===== config.mk =====
export PLATFORM = sky130hd
export DESIGN_NAME = sphere_scene_reader_flat
export DESIGN_NICKNAME = d
export VERILOG_FILES = /design/src/rtl/rt_types_pkg.sv /design/src/rtl/sphere_scene_reader_if.sv /design/src/rtl/sphere_snap_buf.sv /design/src/rtl/sphere_scene_reader.sv /design/src/flat_wrapper.sv
export SDC_FILE = /design/constraint.sdc
export NUM_CORES = 2
export LEC_CHECK = 0
export ABC_AREA = 1
export BUFFER_PORTS_ARGS = -buffer_cell sky130_fd_sc_hd__buf_2
export CELL_PAD_IN_SITES_DETAIL_PLACEMENT = 0
export CELL_PAD_IN_SITES_GLOBAL_PLACEMENT = 1
export CORE_MARGIN = 1
export CORE_UTILIZATION = 50
export DETAILED_ROUTE_END_ITERATION = 8
export PLACE_DENSITY_LB_ADDON = 0.1
export SYNTH_ARGS = -nofsm -noshare
export SYNTH_HDL_FRONTEND = slang
export SYNTH_SLANG_ARGS = --single-unit

===== constraint.sdc =====
create_clock -name Clk -period 39.2 [get_ports Clk]
set_clock_uncertainty 0.15 [all_clocks]
set_input_delay 7.84 -clock Clk [delete_from_list [all_inputs] [get_ports Clk]]
set_output_delay 7.84 -clock Clk [all_outputs]
set_load 0.01 [all_outputs]

===== src/rtl/rt_types_pkg.sv =====
// Shared ray-tracer scene types: 32.32 fixed-point vectors, 8-bit RGB colours and
// the sphere-reader snapshot entry / FSM state.
package rt_types_pkg;

    localparam int unsigned N_SPHERES_DEF = 4;

    typedef logic signed [63:0] fixed_real_t;

    typedef struct packed {
        fixed_real_t x;
        fixed_real_t y;
        fixed_real_t z;
    } vector_t;

    typedef struct packed {
        logic [7:0] r;
        logic [7:0] g;
        logic [7:0] b;
    } color_t;

    typedef struct packed {
        vector_t pos;
        color_t  col;
    } snap_entry_t;

    typedef enum logic [1:0] {
        StIdle,
        StFetch,
        StStream
    } scan_state_e;

endpackage


===== src/rtl/sphere_scene_reader_if.sv =====
// Bank-read and snapshot-stream signals of the sphere scene reader.
interface sphere_scene_reader_if
    import rt_types_pkg::*;
#(
    parameter int unsigned N_SPHERES = N_SPHERES_DEF,
    parameter int unsigned IDX_W     = $clog2(N_SPHERES)
) ();

    logic             Frame_Start;
    logic [IDX_W-1:0] Read_index;
    vector_t          Sphere_pos;
    color_t           Sphere_col;
    logic             Scan_req;
    logic             Scan_busy;
    logic             Snap_valid;
    logic             Out_valid;
    logic             Out_ready;
    logic [IDX_W-1:0] Out_index;
    vector_t          Out_pos;
    color_t           Out_col;
    logic             Out_last;

    modport master (
        input  Frame_Start, Sphere_pos, Sphere_col, Scan_req, Out_ready,
        output Read_index, Scan_busy, Snap_valid, Out_valid, Out_index, Out_pos, Out_col,
               Out_last
    );

    modport slave (
        output Frame_Start, Sphere_pos, Sphere_col, Scan_req, Out_ready,
        input  Read_index, Scan_busy, Snap_valid, Out_valid, Out_index, Out_pos, Out_col,
               Out_last
    );

endinterface


===== src/rtl/sphere_snap_buf.sv =====
// Private per-frame sphere snapshot: one write port for the fetch walk, one
// combinational read port for the stream.
module sphere_snap_buf
    import rt_types_pkg::*;
#(
    parameter int unsigned N_SPHERES = N_SPHERES_DEF,
    parameter int unsigned IDX_W     = $clog2(N_SPHERES)
) (
    input  logic             Clk,
    input  logic             Reset,
    input  logic             wr_en_i,
    input  logic [IDX_W-1:0] wr_idx_i,
    input  snap_entry_t      wr_data_i,
    input  logic [IDX_W-1:0] rd_idx_i,
    output snap_entry_t      rd_data_o
);

    snap_entry_t mem_q [N_SPHERES];

    always_ff @(posedge Clk) begin
        if (Reset) begin
            for (int i = 0; i < int'(N_SPHERES); i++) begin
                mem_q[i] <= '0;
            end
        end else if (wr_en_i) begin
            mem_q[wr_idx_i] <= wr_data_i;
        end
    end

    assign rd_data_o = mem_q[rd_idx_i];

endmodule


===== src/rtl/sphere_scene_reader.sv =====
// Snapshots the sphere bank on each frame pulse and streams that frozen snapshot
// to the intersection pipeline on request, so one stream never mixes two frames.
module sphere_scene_reader
    import rt_types_pkg::*;
#(
    parameter int unsigned N_SPHERES = N_SPHERES_DEF,
    parameter int unsigned IDX_W     = $clog2(N_SPHERES),
    parameter int unsigned READ_LAT  = 0
) (
    input logic                   Clk,
    input logic                   Reset,
    sphere_scene_reader_if.master bus
);

    localparam int unsigned      LAT_W    = (READ_LAT > 0) ? $clog2(READ_LAT + 1) : 1;
    localparam logic [IDX_W-1:0] LAST_IDX = IDX_W'(N_SPHERES - 1);
    localparam logic [LAT_W-1:0] LAST_LAT = LAT_W'(READ_LAT);

    scan_state_e      state_q, state_d;
    logic [IDX_W-1:0] rd_idx_q, rd_idx_d;
    logic [LAT_W-1:0] lat_q, lat_d;
    logic             pending_q, pending_d;
    logic             snap_valid_q, snap_valid_d;
    logic             out_valid_q, out_valid_d;
    logic [IDX_W-1:0] out_idx_q, out_idx_d;
    snap_entry_t      out_beat_q, out_beat_d;

    logic             buf_we;
    logic [IDX_W-1:0] buf_rd_idx;
    snap_entry_t      buf_rd_data;

    sphere_snap_buf #(
        .N_SPHERES (N_SPHERES),
        .IDX_W     (IDX_W)
    ) u_snap_buf (
        .Clk       (Clk),
        .Reset     (Reset),
        .wr_en_i   (buf_we),
        .wr_idx_i  (rd_idx_q),
        .wr_data_i ({bus.Sphere_pos, bus.Sphere_col}),
        .rd_idx_i  (buf_rd_idx),
        .rd_data_o (buf_rd_data)
    );

    always_comb begin
        state_d      = state_q;
        rd_idx_d     = rd_idx_q;
        lat_d        = lat_q;
        pending_d    = pending_q;
        snap_valid_d = snap_valid_q;
        out_valid_d  = out_valid_q;
        out_idx_d    = out_idx_q;
        out_beat_d   = out_beat_q;
        buf_we       = 1'b0;
        // Read port pre-addresses the beat that follows the one being presented.
        buf_rd_idx   = out_valid_q ? out_idx_q + IDX_W'(1) : '0;

        unique case (state_q)
            StIdle: begin
                if (bus.Frame_Start || pending_q) begin
                    state_d   = StFetch;
                    rd_idx_d  = '0;
                    lat_d     = '0;
                    pending_d = 1'b0;
                end else if (bus.Scan_req && snap_valid_q) begin
                    state_d = StStream;
                end
            end
            StFetch: begin
                if (bus.Frame_Start) pending_d = 1'b1;
                if (lat_q == LAST_LAT) begin
                    buf_we = 1'b1;
                    lat_d  = '0;
                    if (rd_idx_q == LAST_IDX) begin
                        snap_valid_d = 1'b1;
                        state_d      = StIdle;
                    end else begin
                        rd_idx_d = rd_idx_q + IDX_W'(1);
                    end
                end else begin
                    lat_d = lat_q + LAT_W'(1);
                end
            end
            StStream: begin
                if (bus.Frame_Start) pending_d = 1'b1;
                if (!out_valid_q) begin
                    out_valid_d = 1'b1;
                    out_idx_d   = '0;
                    out_beat_d  = buf_rd_data;
                end else if (bus.Out_ready) begin
                    if (out_idx_q == LAST_IDX) begin
                        out_valid_d = 1'b0;
                        state_d     = StIdle;
                    end else begin
                        out_idx_d  = out_idx_q + IDX_W'(1);
                        out_beat_d = buf_rd_data;
                    end
                end
            end
            default: state_d = StIdle;
        endcase
    end

    always_ff @(posedge Clk) begin
        if (Reset) begin
            state_q      <= StIdle;
            rd_idx_q     <= '0;
            lat_q        <= '0;
            pending_q    <= 1'b0;
            snap_valid_q <= 1'b0;
            out_valid_q  <= 1'b0;
            out_idx_q    <= '0;
            out_beat_q   <= '0;
        end else begin
            state_q      <= state_d;
            rd_idx_q     <= rd_idx_d;
            lat_q        <= lat_d;
            pending_q    <= pending_d;
            snap_valid_q <= snap_valid_d;
            out_valid_q  <= out_valid_d;
            out_idx_q    <= out_idx_d;
            out_beat_q   <= out_beat_d;
        end
    end

    assign bus.Read_index = rd_idx_q;
    assign bus.Scan_busy  = (state_q != StIdle);
    assign bus.Snap_valid = snap_valid_q;
    assign bus.Out_valid  = out_valid_q;
    assign bus.Out_index  = out_idx_q;
    assign bus.Out_pos    = out_beat_q.pos;
    assign bus.Out_col    = out_beat_q.col;
    assign bus.Out_last   = (out_idx_q == LAST_IDX);

endmodule

===== src/flat_wrapper.sv =====
// flat-port wrapper written by rule: the top's interface ports become plain ports
module sphere_scene_reader_flat import rt_types_pkg::*;
#(
    parameter int unsigned N_SPHERES = N_SPHERES_DEF,
    parameter int unsigned IDX_W     = $clog2(N_SPHERES),
    parameter int unsigned READ_LAT  = 0
)
  (Clk, Reset, bus_Frame_Start, bus_Sphere_pos, bus_Sphere_col, bus_Scan_req, bus_Out_ready, bus_Read_index, bus_Scan_busy, bus_Snap_valid, bus_Out_valid, bus_Out_index, bus_Out_pos, bus_Out_col, bus_Out_last);
  sphere_scene_reader_if #(.N_SPHERES(N_SPHERES), .IDX_W(IDX_W)) bus_i ();
  input logic Clk;
  input logic Reset;
  input wire logic [$bits(bus_i.Frame_Start)-1:0] bus_Frame_Start;
  input wire logic [$bits(bus_i.Sphere_pos)-1:0] bus_Sphere_pos;
  input wire logic [$bits(bus_i.Sphere_col)-1:0] bus_Sphere_col;
  input wire logic [$bits(bus_i.Scan_req)-1:0] bus_Scan_req;
  input wire logic [$bits(bus_i.Out_ready)-1:0] bus_Out_ready;
  output wire logic [$bits(bus_i.Read_index)-1:0] bus_Read_index;
  output wire logic [$bits(bus_i.Scan_busy)-1:0] bus_Scan_busy;
  output wire logic [$bits(bus_i.Snap_valid)-1:0] bus_Snap_valid;
  output wire logic [$bits(bus_i.Out_valid)-1:0] bus_Out_valid;
  output wire logic [$bits(bus_i.Out_index)-1:0] bus_Out_index;
  output wire logic [$bits(bus_i.Out_pos)-1:0] bus_Out_pos;
  output wire logic [$bits(bus_i.Out_col)-1:0] bus_Out_col;
  output wire logic [$bits(bus_i.Out_last)-1:0] bus_Out_last;
  assign bus_i.Frame_Start = bus_Frame_Start;
  assign bus_i.Sphere_pos = bus_Sphere_pos;
  assign bus_i.Sphere_col = bus_Sphere_col;
  assign bus_i.Scan_req = bus_Scan_req;
  assign bus_i.Out_ready = bus_Out_ready;
  assign bus_Read_index = bus_i.Read_index;
  assign bus_Scan_busy = bus_i.Scan_busy;
  assign bus_Snap_valid = bus_i.Snap_valid;
  assign bus_Out_valid = bus_i.Out_valid;
  assign bus_Out_index = bus_i.Out_index;
  assign bus_Out_pos = bus_i.Out_pos;
  assign bus_Out_col = bus_i.Out_col;
  assign bus_Out_last = bus_i.Out_last;
  sphere_scene_reader #(.N_SPHERES(N_SPHERES), .IDX_W(IDX_W), .READ_LAT(READ_LAT)) u_core (.Clk(Clk), .Reset(Reset), .bus(bus_i));
endmodule

==> results.toml <==
[status]
status = "finished clean"

[clocking]
cts_tree = "yes"
h-tree-depth = 3
clock_path_buffers = 3
root_buffer = "clkbuf_16"
cts_resized = 0
clock_sink_count = 1089
ctsHoldBuffers = 0
cts_made_buffers = 115
worstSkewPairLatency_ps = 690
clk_pin_slew_ps = 60
cts_setup_buffers = 0

[setup_path]
required_ps = 39350
end_kind = "flop"
max_stage_delay_ps = 1030
r2r_cells = 7
crit_type = "in -> reg"
path_max_fanout = 98
path_buf_inv = 3
cp.arrival_ps = 12290
path_delay_family = "simple AND/OR/NAND/NOR gates"
crit_slowest_cell = "nand2_4"
cp_cell_sequence = "buf_2 -> inv_6 -> nand2_8 -> nor2_2 -> nand3_4 -> nand2_4 -> buf_4"
path_depth = 7
start_kind = "input pin"

[die]
die-height_um = 303.9
die_w_um = 303.9
die-area_um2 = 92320
initial_core_util_pct = 50.53
io_pins = 445
fp-row-count = 110
coreArea_um2 = 90150

[power]
swShare_pct = 30.46
clkPwrFrac_pct = 32.6
leakagePower_uw = 0.02158
p_int_uw = 2356
p_seq_share_pct = 46.5
peakVddDrop_mv = 0.05253
power_switching_uw = 1032
pwr-share-comb_pct = 20.9
p_per_area_nw_per_um2 = 65.34

[cells_and_area]
final_nets = 5238
finish.instance_area_um2 = 51870
fin_cells = 6291
fill_cells = 7961
area_delta_synth_final_pct = 13.85
layout-drive-gt1-share_pct = 13.30

[yosys]
syn_area_um2 = 45560
post-synth-top-count-cell = "nor2_1"
synthFlopType = "edfxtp_1"
avgSynthCellArea_um2 = 9.650
ys_ff_latch = 1089
synth_cell_types = 22
synth_fp_nets = 4948
syn_inst = 4721
ys_seq_area_share_pct = 66.84
synth_top_area_share_pct = 56.95
synth_edf_count = 864
yosys.area.top_type = "edfxtp_1"
synthTopCellsByArea = "edfxtp_1 57%, nor2_1 18%, dfxtp_1 9.9%, o21ai_0 6.8%, nand2_1 2.0%"
async_flop_share_pct = 0
synth_warnings = 0
synthTopCellsByCount = "2173 x nor2_1, 864 x edfxtp_1, 618 x o21ai_0, 237 x nand2_1, 226 x inv_1"

[placed_design]
dpl_cell_area_um2 = 48000
place_ws_ps = 26230
dp.cells = 6070
port_buffers = 444
gp_congestion = 0.7590
hpwl_mm = 63.06

[run]
drv_cap = 0

[timing]
whs_ps = 332.8
maxSlewHeadroom_pct = 20.38
fin_crit_ps = 12140
finalSetupTns_ps = 0
fmax_mhz = 82.39
drv_slew = 0
worstMarginPinSlew_ps = 1194
timing.final.ws_setup_ps = 27060
rsz0062_at_grt = "no"
final.period_utilization_pct = 30.96
finalSetupViolations = 0
hold_viol = 0

[routing]
finalWirelength_mm = 122.1
remaining_drc_errors = 0
vias = 32890
antenna_left = 0
vias_per_cell = 5.228
first_pass_iters = 5
first_iter_violations = 2569
wire_per_inst_um = 19.41

[grt]
grt_pass1_wl_mm = 186.3
grt_max_degree = 204
grt_pass1_vias = 32010
grt_usage_pct = 26.29
antenna_found_initial = 8
grt_overflow_total = 0

[worst_hold_path]
hold_class = "reg -> reg"
min_path_cells = 2
[per-stage QoR]
stage                     utilization [%]  power [µW]
after floorplan                         -        2060
after global placement              53.25        2302
after detailed placement            53.25        2313
after CTS                           57.53        3416
after global routing                57.53        3561
final                               57.53        3389
[flip-flops by register name, summed over array words and instances, names as in the netlist]
signal	count
u_core.bus.Snap_valid	1
u_core.bus.Out_valid	1
u_core.bus.Read_index	2
u_core.state_q	2
u_core.bus.Out_pos	192
u_core.bus.Out_index	2
u_core.u_snap_buf.mem_q	864
u_core.pending_q	1
u_core.bus.Out_col	24
[area by class of cell]
type	instances	area [µm²]	share of cell area, %
repair buffers	481	2562	4.941
well taps	1176	1471	2.837
multi-input cells	3093	12640	24.37
inverters	231	872.1	1.681
flip-flops and latches	1089	30450	58.71
clock buffers	159	3258	6.282
clock inverters	59	600.6	1.158
diodes	3	7.507	0.01447
[power by group through the flow]
stage	combinational, µW	clock [µW]	sequential (µW)
3_3_place_gp	709	0	1590
6_report	710	1100	1570
5_1_grt	796	1170	1600
4_1_cts	719	1120	1580
2_1_floorplan	414	0	1650
3_5_place_dp	715	0	1600
[final timing paths]
path	from	endpoint	slack [ps]
setup / recovery	Reset	u_core.u_snap_buf.mem_q[2][62]$_SDFFCE_PN0P_	27060
hold / removal	u_core.bus.Snap_valid$_SDFFE_PP0P_	u_core.bus.Snap_valid$_SDFFE_PP0P_	330
setup reg to reg	u_core.state_q[1]$_SDFFE_PP0P_	u_core.u_snap_buf.mem_q[2][62]$_SDFFCE_PN0P_	34500
hold reg to reg	u_core.bus.Snap_valid$_SDFFE_PP0P_	u_core.bus.Snap_valid$_SDFFE_PP0P_	330
[metal layers]
metal	share of wire [%]	GRT usage [%]
met5	0.022	0
met1	42	35.01
met4	3.3	9.137
met2	48	43.70
met3	6.5	4.304
[worst min-delay path: cells and delay by family, from the launching register on]
kind	cells	cell delay, ps
compound gates	1	60
buf+inv	1	50
flops	1	320
[cell families after synthesis]
family	after synthesis	share of synthesized area [%]
fa+ha+maj	6	0.1648
buf+inv	539	5.661
simple gates	2430	20.12
flops	1089	66.84
compound gates	657	7.218
[layout by cell type, fill, tap and decap left out, drive strengths merged]
cell,n
nand3,12
buf,481
o21ai,650
nor2,2175
clkinv,41
clkbuf,159
inv,232
dfxtp,225
nor3,1
bufinv,12
nand2,242
edfxtp,864
diode,3
clkinvlp,5
a21oi,7
ha,6
Note: power is estimated with default switching activity, not from simulation.
